===== config.mk =====
export PLATFORM = sky130hd
export DESIGN_NAME = pif_to_posit_stage_flat
export DESIGN_NICKNAME = d
export VERILOG_FILES = /design/src/rtl/pif_to_posit_stage_if.sv /design/src/rtl/pif_to_posit_stage.sv /design/src/flat_wrapper.sv
export SDC_FILE = /design/constraint.sdc
export NUM_CORES = 1
export LEC_CHECK = 0
export ABC_AREA = 1
export CAP_MARGIN = 40
export CORE_ASPECT_RATIO = 0.8
export CORE_UTILIZATION = 55
export DETAILED_ROUTE_END_ITERATION = 12
export PLACE_DENSITY = 0.8
export SLEW_MARGIN = 10
export SYNTH_ARGS = -nofsm -noshare
export SYNTH_HDL_FRONTEND = slang
export SYNTH_SLANG_ARGS = --single-unit

===== constraint.sdc =====
create_clock -name clk -period 9.4 [get_ports clk]
set_input_delay 1.88 -clock clk [delete_from_list [all_inputs] [get_ports clk]]
set_output_delay 1.88 -clock clk [all_outputs]
set_load 0.02 [all_outputs]

===== src/rtl/pif_to_posit_stage_if.sv =====
// pif_to_posit_stage_if
//   Bundles the upstream (pif word) and downstream (posit) handshakes of
//   pif_to_posit_stage.
//   slave  : the conversion stage (consumes pif words, produces posits)
//   master : the producer/consumer environment around the stage
//   Signals:
//     in_valid / in_ready      upstream handshake
//     in_pif                   {sign, exp (signed, unbiased), frac}
//     in_is_zero / in_is_nar   special-value overrides (nar wins)
//     out_valid / out_ready    downstream handshake
//     out_posit                encoded N-bit posit
interface pif_to_posit_stage_if #(
  parameter int N     = 16,
  parameter int FSIZE = 64
);
  function automatic int float_exp_size_f(input int fs);
    case (fs)
      16:      return 5;
      32:      return 8;
      64:      return 11;
      default: return 15;
    endcase
  endfunction

  function automatic int float_mant_size_f(input int fs);
    case (fs)
      16:      return 10;
      32:      return 23;
      64:      return 52;
      default: return fs - 16;
    endcase
  endfunction

  localparam int EW = float_exp_size_f(FSIZE);
  localparam int MW = float_mant_size_f(FSIZE);

  logic              in_valid;
  logic              in_ready;
  logic [EW+MW:0]    in_pif;
  logic              in_is_zero;
  logic              in_is_nar;
  logic              out_valid;
  logic              out_ready;
  logic [N-1:0]      out_posit;

  modport slave (
    input  in_valid, in_pif, in_is_zero, in_is_nar, out_ready,
    output in_ready, out_valid, out_posit
  );

  modport master (
    output in_valid, in_pif, in_is_zero, in_is_nar, out_ready,
    input  in_ready, out_valid, out_posit
  );
endinterface


===== src/rtl/pif_to_posit_stage.sv =====
// pif_to_posit_stage
//   Two-register pipeline converting an unpacked float (pif) word into an
//   N-bit posit with ES exponent bits, round-to-nearest-even.
//   S1: regime/exponent/fraction packed into an N-1 bit magnitude plus
//       guard and sticky bits, and the special-value flags.
//   S2: rounding, saturation, sign application and specials.
//   Ports:
//     clk  rising-edge clock
//     rst  asynchronous active-high reset
//     bus  pif_to_posit_stage_if.slave (both handshakes and data)
module pif_to_posit_stage #(
  parameter int N     = 16,
  parameter int ES    = 1,
  parameter int FSIZE = 64
) (
  input logic                  clk,
  input logic                  rst,
  pif_to_posit_stage_if.slave  bus
);
  function automatic int float_exp_size_f(input int fs);
    case (fs)
      16:      return 5;
      32:      return 8;
      64:      return 11;
      default: return 15;
    endcase
  endfunction

  function automatic int float_mant_size_f(input int fs);
    case (fs)
      16:      return 10;
      32:      return 23;
      64:      return 52;
      default: return fs - 16;
    endcase
  endfunction

  localparam int EW = float_exp_size_f(FSIZE);
  localparam int MW = float_mant_size_f(FSIZE);
  // Regime seed (2) + e + frac + N pad bits: the largest regime shift is
  // N-2, so every fraction bit survives into the guard/sticky window.
  localparam int W  = N + ES + MW + 2;
  localparam logic [N-2:0] MINPOS = {{(N-2){1'b0}}, 1'b1};

  // Pipeline state
  logic           s1_valid_reg, s1_sign_reg, s1_zero_reg, s1_nar_reg;
  logic [N-2:0]   s1_mag_reg;
  logic           s1_g_reg, s1_s_reg;
  logic           s2_valid_reg;
  logic [N-1:0]   s2_posit_reg;
  logic           init_done_reg;

  logic           s1_en, s2_en, in_accept;

  // Handshake: ready ripples combinationally back from out_ready
  assign s2_en         = !s2_valid_reg || bus.out_ready;
  assign s1_en         = !s1_valid_reg || s2_en;
  assign bus.in_ready  = s1_en && init_done_reg;
  assign in_accept     = bus.in_valid && bus.in_ready;
  assign bus.out_valid = s2_valid_reg;
  assign bus.out_posit = s2_posit_reg;

  // ---------------- S1 decode ----------------
  logic signed [EW-1:0] exp_s, k;
  logic [ES-1:0]        e_d;
  logic [MW-1:0]        frac_d;
  logic [W-1:0]         seed, shifted;
  logic [N-2:0]         mag_d;
  logic                 g_d, s_d;
  int                   k_int, sh;

  always_comb begin
    exp_s  = $signed(bus.in_pif[MW +: EW]);
    frac_d = bus.in_pif[MW-1:0];
    k      = exp_s >>> ES;          // floor(exp / 2^ES)
    e_d    = exp_s[ES-1:0];
    k_int  = int'(k);
    // k>=0: seed "10" arithmetic-shifted by k gives k+1 ones then a 0.
    // k<0 : seed "01" logically shifted by -k-1 gives -k zeros then a 1.
    if (k_int >= 0) begin
      seed = {2'b10, e_d, frac_d, {N{1'b0}}};
      sh   = k_int;
    end else begin
      seed = {2'b01, e_d, frac_d, {N{1'b0}}};
      sh   = -k_int - 1;
    end
    if (sh > N) sh = N;             // saturated cases are overridden below
    if (k_int >= 0) shifted = $signed(seed) >>> sh;
    else            shifted = seed >> sh;
    mag_d = shifted[W-1 -: N-1];
    g_d   = shifted[W-N];
    s_d   = |shifted[W-N-1:0];
    if (k_int > N-2) begin
      mag_d = '1;
      g_d   = 1'b0;
      s_d   = 1'b0;
    end else if (k_int < -(N-2)) begin
      mag_d = MINPOS;
      g_d   = 1'b0;
      s_d   = 1'b0;
    end
  end

  // ---------------- S2 round / encode ----------------
  logic           inc;
  logic [N-1:0]   sum_d, posit_d;
  logic [N-2:0]   mag_r;

  always_comb begin
    inc   = s1_g_reg && (s1_s_reg || s1_mag_reg[0]);
    sum_d = {1'b0, s1_mag_reg} + {{(N-1){1'b0}}, inc};
    // Carry out of the magnitude means maxpos was incremented: clamp.
    mag_r = sum_d[N-1] ? {(N-1){1'b1}} : sum_d[N-2:0];
    if (mag_r == '0) mag_r = MINPOS;   // nonzero input never encodes to 0
    posit_d = s1_sign_reg ? (~{1'b0, mag_r} + {{(N-1){1'b0}}, 1'b1})
                          : {1'b0, mag_r};
    if (s1_nar_reg)       posit_d = {1'b1, {(N-1){1'b0}}};
    else if (s1_zero_reg) posit_d = '0;
  end

  always_ff @(posedge clk or posedge rst) begin
    if (rst) begin
      init_done_reg <= 1'b0;
      s1_valid_reg  <= 1'b0;
      s1_sign_reg   <= 1'b0;
      s1_zero_reg   <= 1'b0;
      s1_nar_reg    <= 1'b0;
      s1_mag_reg    <= '0;
      s1_g_reg      <= 1'b0;
      s1_s_reg      <= 1'b0;
      s2_valid_reg  <= 1'b0;
      s2_posit_reg  <= '0;
    end else begin
      init_done_reg <= 1'b1;
      if (s1_en) begin
        s1_valid_reg <= in_accept;
        if (in_accept) begin
          s1_sign_reg <= bus.in_pif[EW+MW];
          s1_zero_reg <= bus.in_is_zero;
          s1_nar_reg  <= bus.in_is_nar;
          s1_mag_reg  <= mag_d;
          s1_g_reg    <= g_d;
          s1_s_reg    <= s_d;
        end
      end
      if (s2_en) begin
        s2_valid_reg <= s1_valid_reg;
        if (s1_valid_reg) s2_posit_reg <= posit_d;
      end
    end
  end
endmodule

===== src/flat_wrapper.sv =====
// flat-port wrapper written by rule: the top's interface ports become plain ports
module pif_to_posit_stage_flat 
#(
  parameter int N     = 16,
  parameter int ES    = 1,
  parameter int FSIZE = 64
)
  (clk, rst, bus_in_valid, bus_in_pif, bus_in_is_zero, bus_in_is_nar, bus_out_ready, bus_in_ready, bus_out_valid, bus_out_posit);
  pif_to_posit_stage_if #(.N(N), .FSIZE(FSIZE)) bus_i ();
  input logic clk;
  input logic rst;
  input wire logic [$bits(bus_i.in_valid)-1:0] bus_in_valid;
  input wire logic [$bits(bus_i.in_pif)-1:0] bus_in_pif;
  input wire logic [$bits(bus_i.in_is_zero)-1:0] bus_in_is_zero;
  input wire logic [$bits(bus_i.in_is_nar)-1:0] bus_in_is_nar;
  input wire logic [$bits(bus_i.out_ready)-1:0] bus_out_ready;
  output wire logic [$bits(bus_i.in_ready)-1:0] bus_in_ready;
  output wire logic [$bits(bus_i.out_valid)-1:0] bus_out_valid;
  output wire logic [$bits(bus_i.out_posit)-1:0] bus_out_posit;
  assign bus_i.in_valid = bus_in_valid;
  assign bus_i.in_pif = bus_in_pif;
  assign bus_i.in_is_zero = bus_in_is_zero;
  assign bus_i.in_is_nar = bus_in_is_nar;
  assign bus_i.out_ready = bus_out_ready;
  assign bus_in_ready = bus_i.in_ready;
  assign bus_out_valid = bus_i.out_valid;
  assign bus_out_posit = bus_i.out_posit;
  pif_to_posit_stage #(.N(N), .ES(ES), .FSIZE(FSIZE)) u_core (.clk(clk), .rst(rst), .bus(bus_i));
endmodule

==> results of run 1 <==
cells in the final DEF (no fill, tap or decap), drive strengths merged:
master	synthesis	layout
dfrtp	39	39
nor4	1	1
nor2	78	78
a31oi	2	2
a211oi	5	5
nor3	18	18
o211ai	3	3
xor2	15	15
xnor2	2	2
nand3	374	374
mux2	1	1
a32o	1	1
o21a	1	1
a21oi	33	33
a41o	1	1
clkbuf	35	5
inv	101	102
nand2	948	948
buf	81	20
nand4	15	15
nand3b	3	3
conb	1	1
o31ai	4	4
clkinv	8	9
a21boi	1	1
ha	8	8
a41oi	1	1
o221ai	3	3
bufinv	0	1
a22oi	6	6
clkdlybuf4s50	0	87
o21ai	53	53
final cells by class:
class,instances,area (sq um)
Clock buffer,5,125
Fill cell,1738,5950
Timing Repair Buffer,107,1080
Clock inverter,3,47.5
Tap cell,215,269
Sequential cell,39,976
Inverter,109,410
Multi-Input combinational cell,1578,6890
power groups by stage:
| stage | clock [mW] | sequential (mW) | combinational [mW] |
|---|---|---|---|
| after global routing | 0.213 | 0.215 | 0.512 |
| after detailed placement | 0 | 0.214 | 0.445 |
| final | 0.203 | 0.212 | 0.462 |
| after global placement | 0 | 0.213 | 0.440 |
| after CTS | 0.202 | 0.212 | 0.449 |
| after floorplan | 0 | 0.224 | 0.287 |
per-layer routing:
layer	wire [microns]	part of all wire (%)	vias up
met1	14600	43	5334
met2	13700	41	754
met5	0	0	-
met3	3610	11	116
met4	1610	4.8	0
li1	-	-	5906
worst max-delay path: cells and delay by family:
family        cells  cell delay [ps]
buf+inv           4             2250
simple gates     17             2190
fa+ha+maj         1              230
worst min path at each step:
| stage | start | end |
|---|---|---|
| 6_report | u_core.bus.out_posit[9]$_DFFE_PP0P_ | u_core.bus.out_posit[9]$_DFFE_PP0P_ |
| 5_1_grt | u_core.bus.out_posit[1]$_DFFE_PP0P_ | u_core.bus.out_posit[1]$_DFFE_PP0P_ |
| 4_1_cts | u_core.bus.out_posit[9]$_DFFE_PP0P_ | u_core.bus.out_posit[9]$_DFFE_PP0P_ |
| 3_5_place_dp | u_core.bus.out_posit[15]$_DFFE_PP0P_ | u_core.bus.out_posit[15]$_DFFE_PP0P_ |
| 3_3_place_gp | u_core.bus.out_posit[15]$_DFFE_PP0P_ | u_core.bus.out_posit[15]$_DFFE_PP0P_ |
| 2_1_floorplan | u_core.s1_s_reg$_DFFE_PP0P_ | u_core.s1_s_reg$_DFFE_PP0P_ |
logic make-up (layout without fill, tap and decap cells):
logic type      after synthesis  in the layout  synth area share (%)
fa+ha+maj                     8              8                  1.13
flops                        39             39                  11.0
compound gates              114            114                  7.39
xor+xnor                     17             17                  1.68
other cells                   1              1                0.0423
buf+inv                     225            224                  11.4
simple gates               1437           1437                  67.2
mux                           1              1                 0.127
per-stage QoR:
| step | instance area (sq um) | std cells | util [%] | worst slack [ps] |
|---|---|---|---|---|
| after detailed placement | 9630 | 2048 | 61.1 | 2850 |
| after CTS | 9800 | 2056 | 62.2 | 3150 |
| after floorplan | 8870 | 1842 | - | 4760 |
| after global placement | 9540 | 2044 | 60.6 | 2810 |
| after global routing | 9800 | 2056 | 62.2 | 2630 |
| final | 9800 | 2056 | 62.2 | 2990 |
==> out/metrics.cfg, run 1 <==
[pwr]
power_frac_seq_pct = 24.2
p_int_mw = 0.477
pwr-share-comb_pct = 52.7
p_sw_mw = 0.400
irDropWorstVdd_v = 0.0000929
p_clk_share_pct = 23.1
power_mw = 0.877
p_leak_nw = 5.48
swShare_pct = 45.6
power_density_nw_per_um2 = 89.5

[floorplan]
start_util_pct = 56.3
die_h_microns = 116
boundaryPins = 88
die_area_sq_um = 16600
core_sq_um = 15700
rows = 41
die_x_microns = 144

[timing]
finalHoldViolations = 0
timing.fmax_ghz = 0.156
fin_worst_skew_ps = 4.13
timing.setup.tns_ps = 0
report.final.slew_viol_count = 0
worst_pin_slew_ps = 913
grt_setup_unrepaired = false
finalCriticalPeriod_ps = 6410
relSlewSlack_pct = 39.1
period_share_pct = 68.2
hold-worst-slack_ps = 483
setup_viol = 0

[setup_path]
cp.required_ps = 9580
cp_slowest_cell = clkdlybuf4s50_1
startpoint_type = input pin
worst-setup-path-type = in2reg
r2r-end = u_core.bus.out_posit[14]$_DFFE_PP0P_
path_max_fanout = 63
endpoint = u_core.s1_s_reg$_DFFE_PP0P_
reg2regPathDepth = 25
crit_chain = clkdlybuf4s50_1 -> inv_2 -> ha_1 -> nand3_1 -> nor2_1 -> nand2_4 -> nand2_2 -> nand2_2 -> clkinv_2 -> buf_4 -> nand3_1 -> nand3_1 -> nand3_1 -> nand2_1 -> nor2_1 -> nand2_1 -> nor2_1 -> nand2_1 -> nor2_1 -> nand4_1 -> nand2_1 -> nand2_1
crit_start = bus_in_pif[62]
crit_top_cell = nand2_1
cp-end-kind = flop
r2r_slack_ps = 5110
arrival_ps = 6590
r2r_start = u_core.s1_mag_reg[0]$_DFFE_PP0P_
cpPeakStageDelay_ps = 880

[clock_network]
cts_setup_buffers = 0
root_buffer = clkbuf_16
cts-resized-gates = 0
numCtsBuffers = 5
ctsHoldBuffers = 0
cts_tree = done
cts_sinks = 39
htreeDepth = 2
cts.clk_slew.worst_paths_ps = 60
clock_latency_ps = 290
cts.path.max_buffers = 2

[finish]
layout.nets = 1918
largest_reg_flops = 16
antenna_cells = 0
area_growth_pct = 10.5
drive_above_1_share_pct = 2.66

[global_route]
grt_max_degree = 88
gr-usage-met3_pct = 8.72
overflow = 0
grt_pass1_vias = 10600
grt_pass1_wl_mm = 54.7
antenna_found_initial = 0
grt_util_met1_pct = 58.1
busiest_layer = met2
grt.met2_usage_pct = 61.2
grtUsageTotal_pct = 41.7

[status]
status = complete, no violations

[logic_synthesis]
syn-num-nets = 1920
synthTopCellsByCount = nand2_1, nand3_1, inv_1
synth_edf_count = 0
synth_flop_cell = dfrtp_1
yosys.cell_types.count = 38
ys_top_cells_by_area = nand2_1, nand3_1, dfrtp_1
synth.avg_cell_area_sq_um = 4.82
synth_area_sq_um = 8870
synthArstFlopShare_pct = 100
ys_seq_area_share_pct = 11.0
yosys_warnings = 0
synth_top_area_cell = nand2_1
synth.most_common_cell = nand2_1
syn_inst = 1842
yosysTopAreaCellShare_pct = 39.7
ys_ff_latch = 39

[drt]
wl_mm = 33.5
drt_iter0_drc = 1719
wl_per_cell_microns = 16.3
routed_via_density = 5.89
ant_nets = 0
vias = 12100
first_pass_iters = 7
drcViolationCount = 0

[job]
maxCapViolCount = 0

[placement]
dpl.hpwl_mm = 25.3
portBuffers = 87
gp_congestion = 1.04

[min_path]
min_path_type = reg2reg
hold-path-cell-count = 2

No activity file was read; power rests on OpenSTA's default activity.
==> run 2, diff against run 1 <==
- clock period: 9.4 -> 6.6 ns (I/O delays scaled with it)
==> out/metrics.cfg, run 2 (synthesis gave the netlist of run 1 again) <==
[drt]
wl_per_cell_microns = 16.5
first_pass_iters = 6
ant_nets = 0
routed_via_density = 5.84
vias = 12000
drt_iter0_drc = 1475
drcViolationCount = 0
wl_mm = 33.8

[timing]
hold-worst-slack_ps = 482
relSlewSlack_pct = 40.4
grt_setup_unrepaired = false
report.final.slew_viol_count = 0
timing.setup.tns_ps = 0
finalCriticalPeriod_ps = 5580
timing.fmax_ghz = 0.179
finalHoldViolations = 0
period_share_pct = 84.6
setup_viol = 0
fin_worst_skew_ps = 6.77
worst_pin_slew_ps = 895

[setup_path]
cp.required_ps = 6820
path_max_fanout = 38
arrival_ps = 5810
cp-end-kind = flop
crit_top_cell = nand2_1
startpoint_type = input pin
path_buf_inv = 4
cpPeakStageDelay_ps = 870
worst-setup-path-type = in2reg
path_delay_family = simple AND/OR/NAND/NOR gates
cp_slowest_cell = clkdlybuf4s50_1

[pwr]
p_leak_nw = 5.46
pwr-share-comb_pct = 52.3
p_clk_share_pct = 23.4
p_int_mw = 0.689
power_density_nw_per_um2 = 128
irDropWorstVdd_v = 0.000133
power_frac_seq_pct = 24.3
p_sw_mw = 0.563
swShare_pct = 45.0

[min_path]
min_path_type = reg2reg

[finish]
area_growth_pct = 10.3
final_util_pct = 62.1
antenna_cells = 0
largest_reg_flops = 16
layout.nets = 1914
drive_above_1_share_pct = 2.45
mostFrequentLayoutCells = nand2_1, nand3_1, inv_1, clkdlybuf4s50_1, nor2_1
final_common_cell = nand2_1
n_fill_cell = 1720

[clock_network]
cts.path.max_buffers = 2
cts.clk_slew.worst_paths_ps = 60
cts_setup_buffers = 0
numCtsBuffers = 5
cts_sinks = 39
clock_latency_ps = 290
root_buffer = clkbuf_16
cts-resized-gates = 0
htreeDepth = 2
ctsHoldBuffers = 0
cts_tree = done

[job]
maxCapViolCount = 0

[placement]
dpl.hpwl_mm = 25.4
gp_congestion = 1.02
portBuffers = 87

[floorplan]
rows = 41
die_area_sq_um = 16600
boundaryPins = 88
die_h_microns = 116
die_x_microns = 144
core_sq_um = 15700
start_util_pct = 56.3

[global_route]
grt_pass1_wl_mm = 53.9
overflow = 0
antenna_found_initial = 0
grt_max_degree = 101
grt_pass1_vias = 10500
grtUsageTotal_pct = 41.1

[status]
status = complete, no violations

==> run 2: worst paths after layout <==
kind                                                        end  slack, ps  cells after the start                                start
min in group asynchronous      u_core.bus.out_valid$_DFFE_PP0P_       1460                      3                                  rst
max in group asynchronous   u_core.bus.out_posit[8]$_DFFE_PP0P_       4780                      3                                  rst
setup / recovery                    u_core.s1_s_reg$_DFFE_PP0P_       1020                     26                       bus_in_pif[62]
hold / removal              u_core.bus.out_posit[5]$_DFFE_PP0P_        480                      2  u_core.bus.out_posit[5]$_DFFE_PP0P_
hold reg to reg             u_core.bus.out_posit[5]$_DFFE_PP0P_        480                      2  u_core.bus.out_posit[5]$_DFFE_PP0P_
setup reg to reg           u_core.bus.out_posit[14]$_DFFE_PP0P_       2390                     25     u_core.s1_mag_reg[0]$_DFFE_PP0P_
==> run 2: layout make-up <==
class / instances / area (sq um) / share of cell area, %
clock buffers: 6 / 139 / 1.42
flip-flops and latches: 39 / 976 / 9.98
clock inverters: 2 / 38.8 / 0.397
well taps: 215 / 269 / 2.75
inverters: 109 / 410 / 4.20
multi-input cells: 1578 / 6890 / 70.5
repair buffers: 103 / 1050 / 10.8
==> run 2: per-stage QoR <==
| stage | cell area (sq um) | setup slack, ps | cells | total power, mW |
|---|---|---|---|---|
| final | 9780 | 1020 | 2052 | 1.25 |
| after global routing | 9780 | 686 | 2052 | 1.33 |
| after CTS | 9780 | 1280 | 2052 | 1.23 |
| after detailed placement | 9600 | 1000 | 2044 | 0.937 |
| after global placement | 9600 | 1110 | 2044 | 0.931 |
| after floorplan | 8870 | 2520 | 1842 | 0.728 |
==> run 2: power groups by stage <==
| stage | registers [mW] | clock network (mW) | logic [mW] |
|---|---|---|---|
| detailed placement | 0.306 | 0 | 0.632 |
| CTS | 0.303 | 0.293 | 0.636 |
| finish | 0.304 | 0.293 | 0.654 |
| global route | 0.307 | 0.302 | 0.722 |
| global placement | 0.303 | 0 | 0.628 |
| floorplan | 0.320 | 0 | 0.408 |
==> run 2: worst register-to-register path: stages, from the launching register on <==
cell     delay, ps
dfrtp_1        370
o21a_1         120
ha_1           190
ha_1           200
nand2_1        100
nor3_1         260
nand3_1        230
nor2_1         200
xor2_1         340
nor2_1         100
nand2_1         90
nor2_1          40
nand4_1        100
nand2_1        130
inv_1          110
ha_1           180
inv_1           60
nor2_1         160
inv_1           80
nor2_1         160
nand3_1        150
o21ai_0        290
o21ai_0        180
nand2_1         90
nand2_1         40
o21ai_0        130
==> run 2: per-layer routing <==
| metal | up-vias | global-route usage, % | part of all wire (%) |
|---|---|---|---|
| met5 | - | 1.17 | 0 |
| met4 | 0 | 18.1 | 4.3 |
| met3 | 103 | 7.02 | 10 |
| met1 | 5306 | 57.2 | 44 |
| met2 | 671 | 62.0 | 42 |
| li1 | 5907 | - | - |
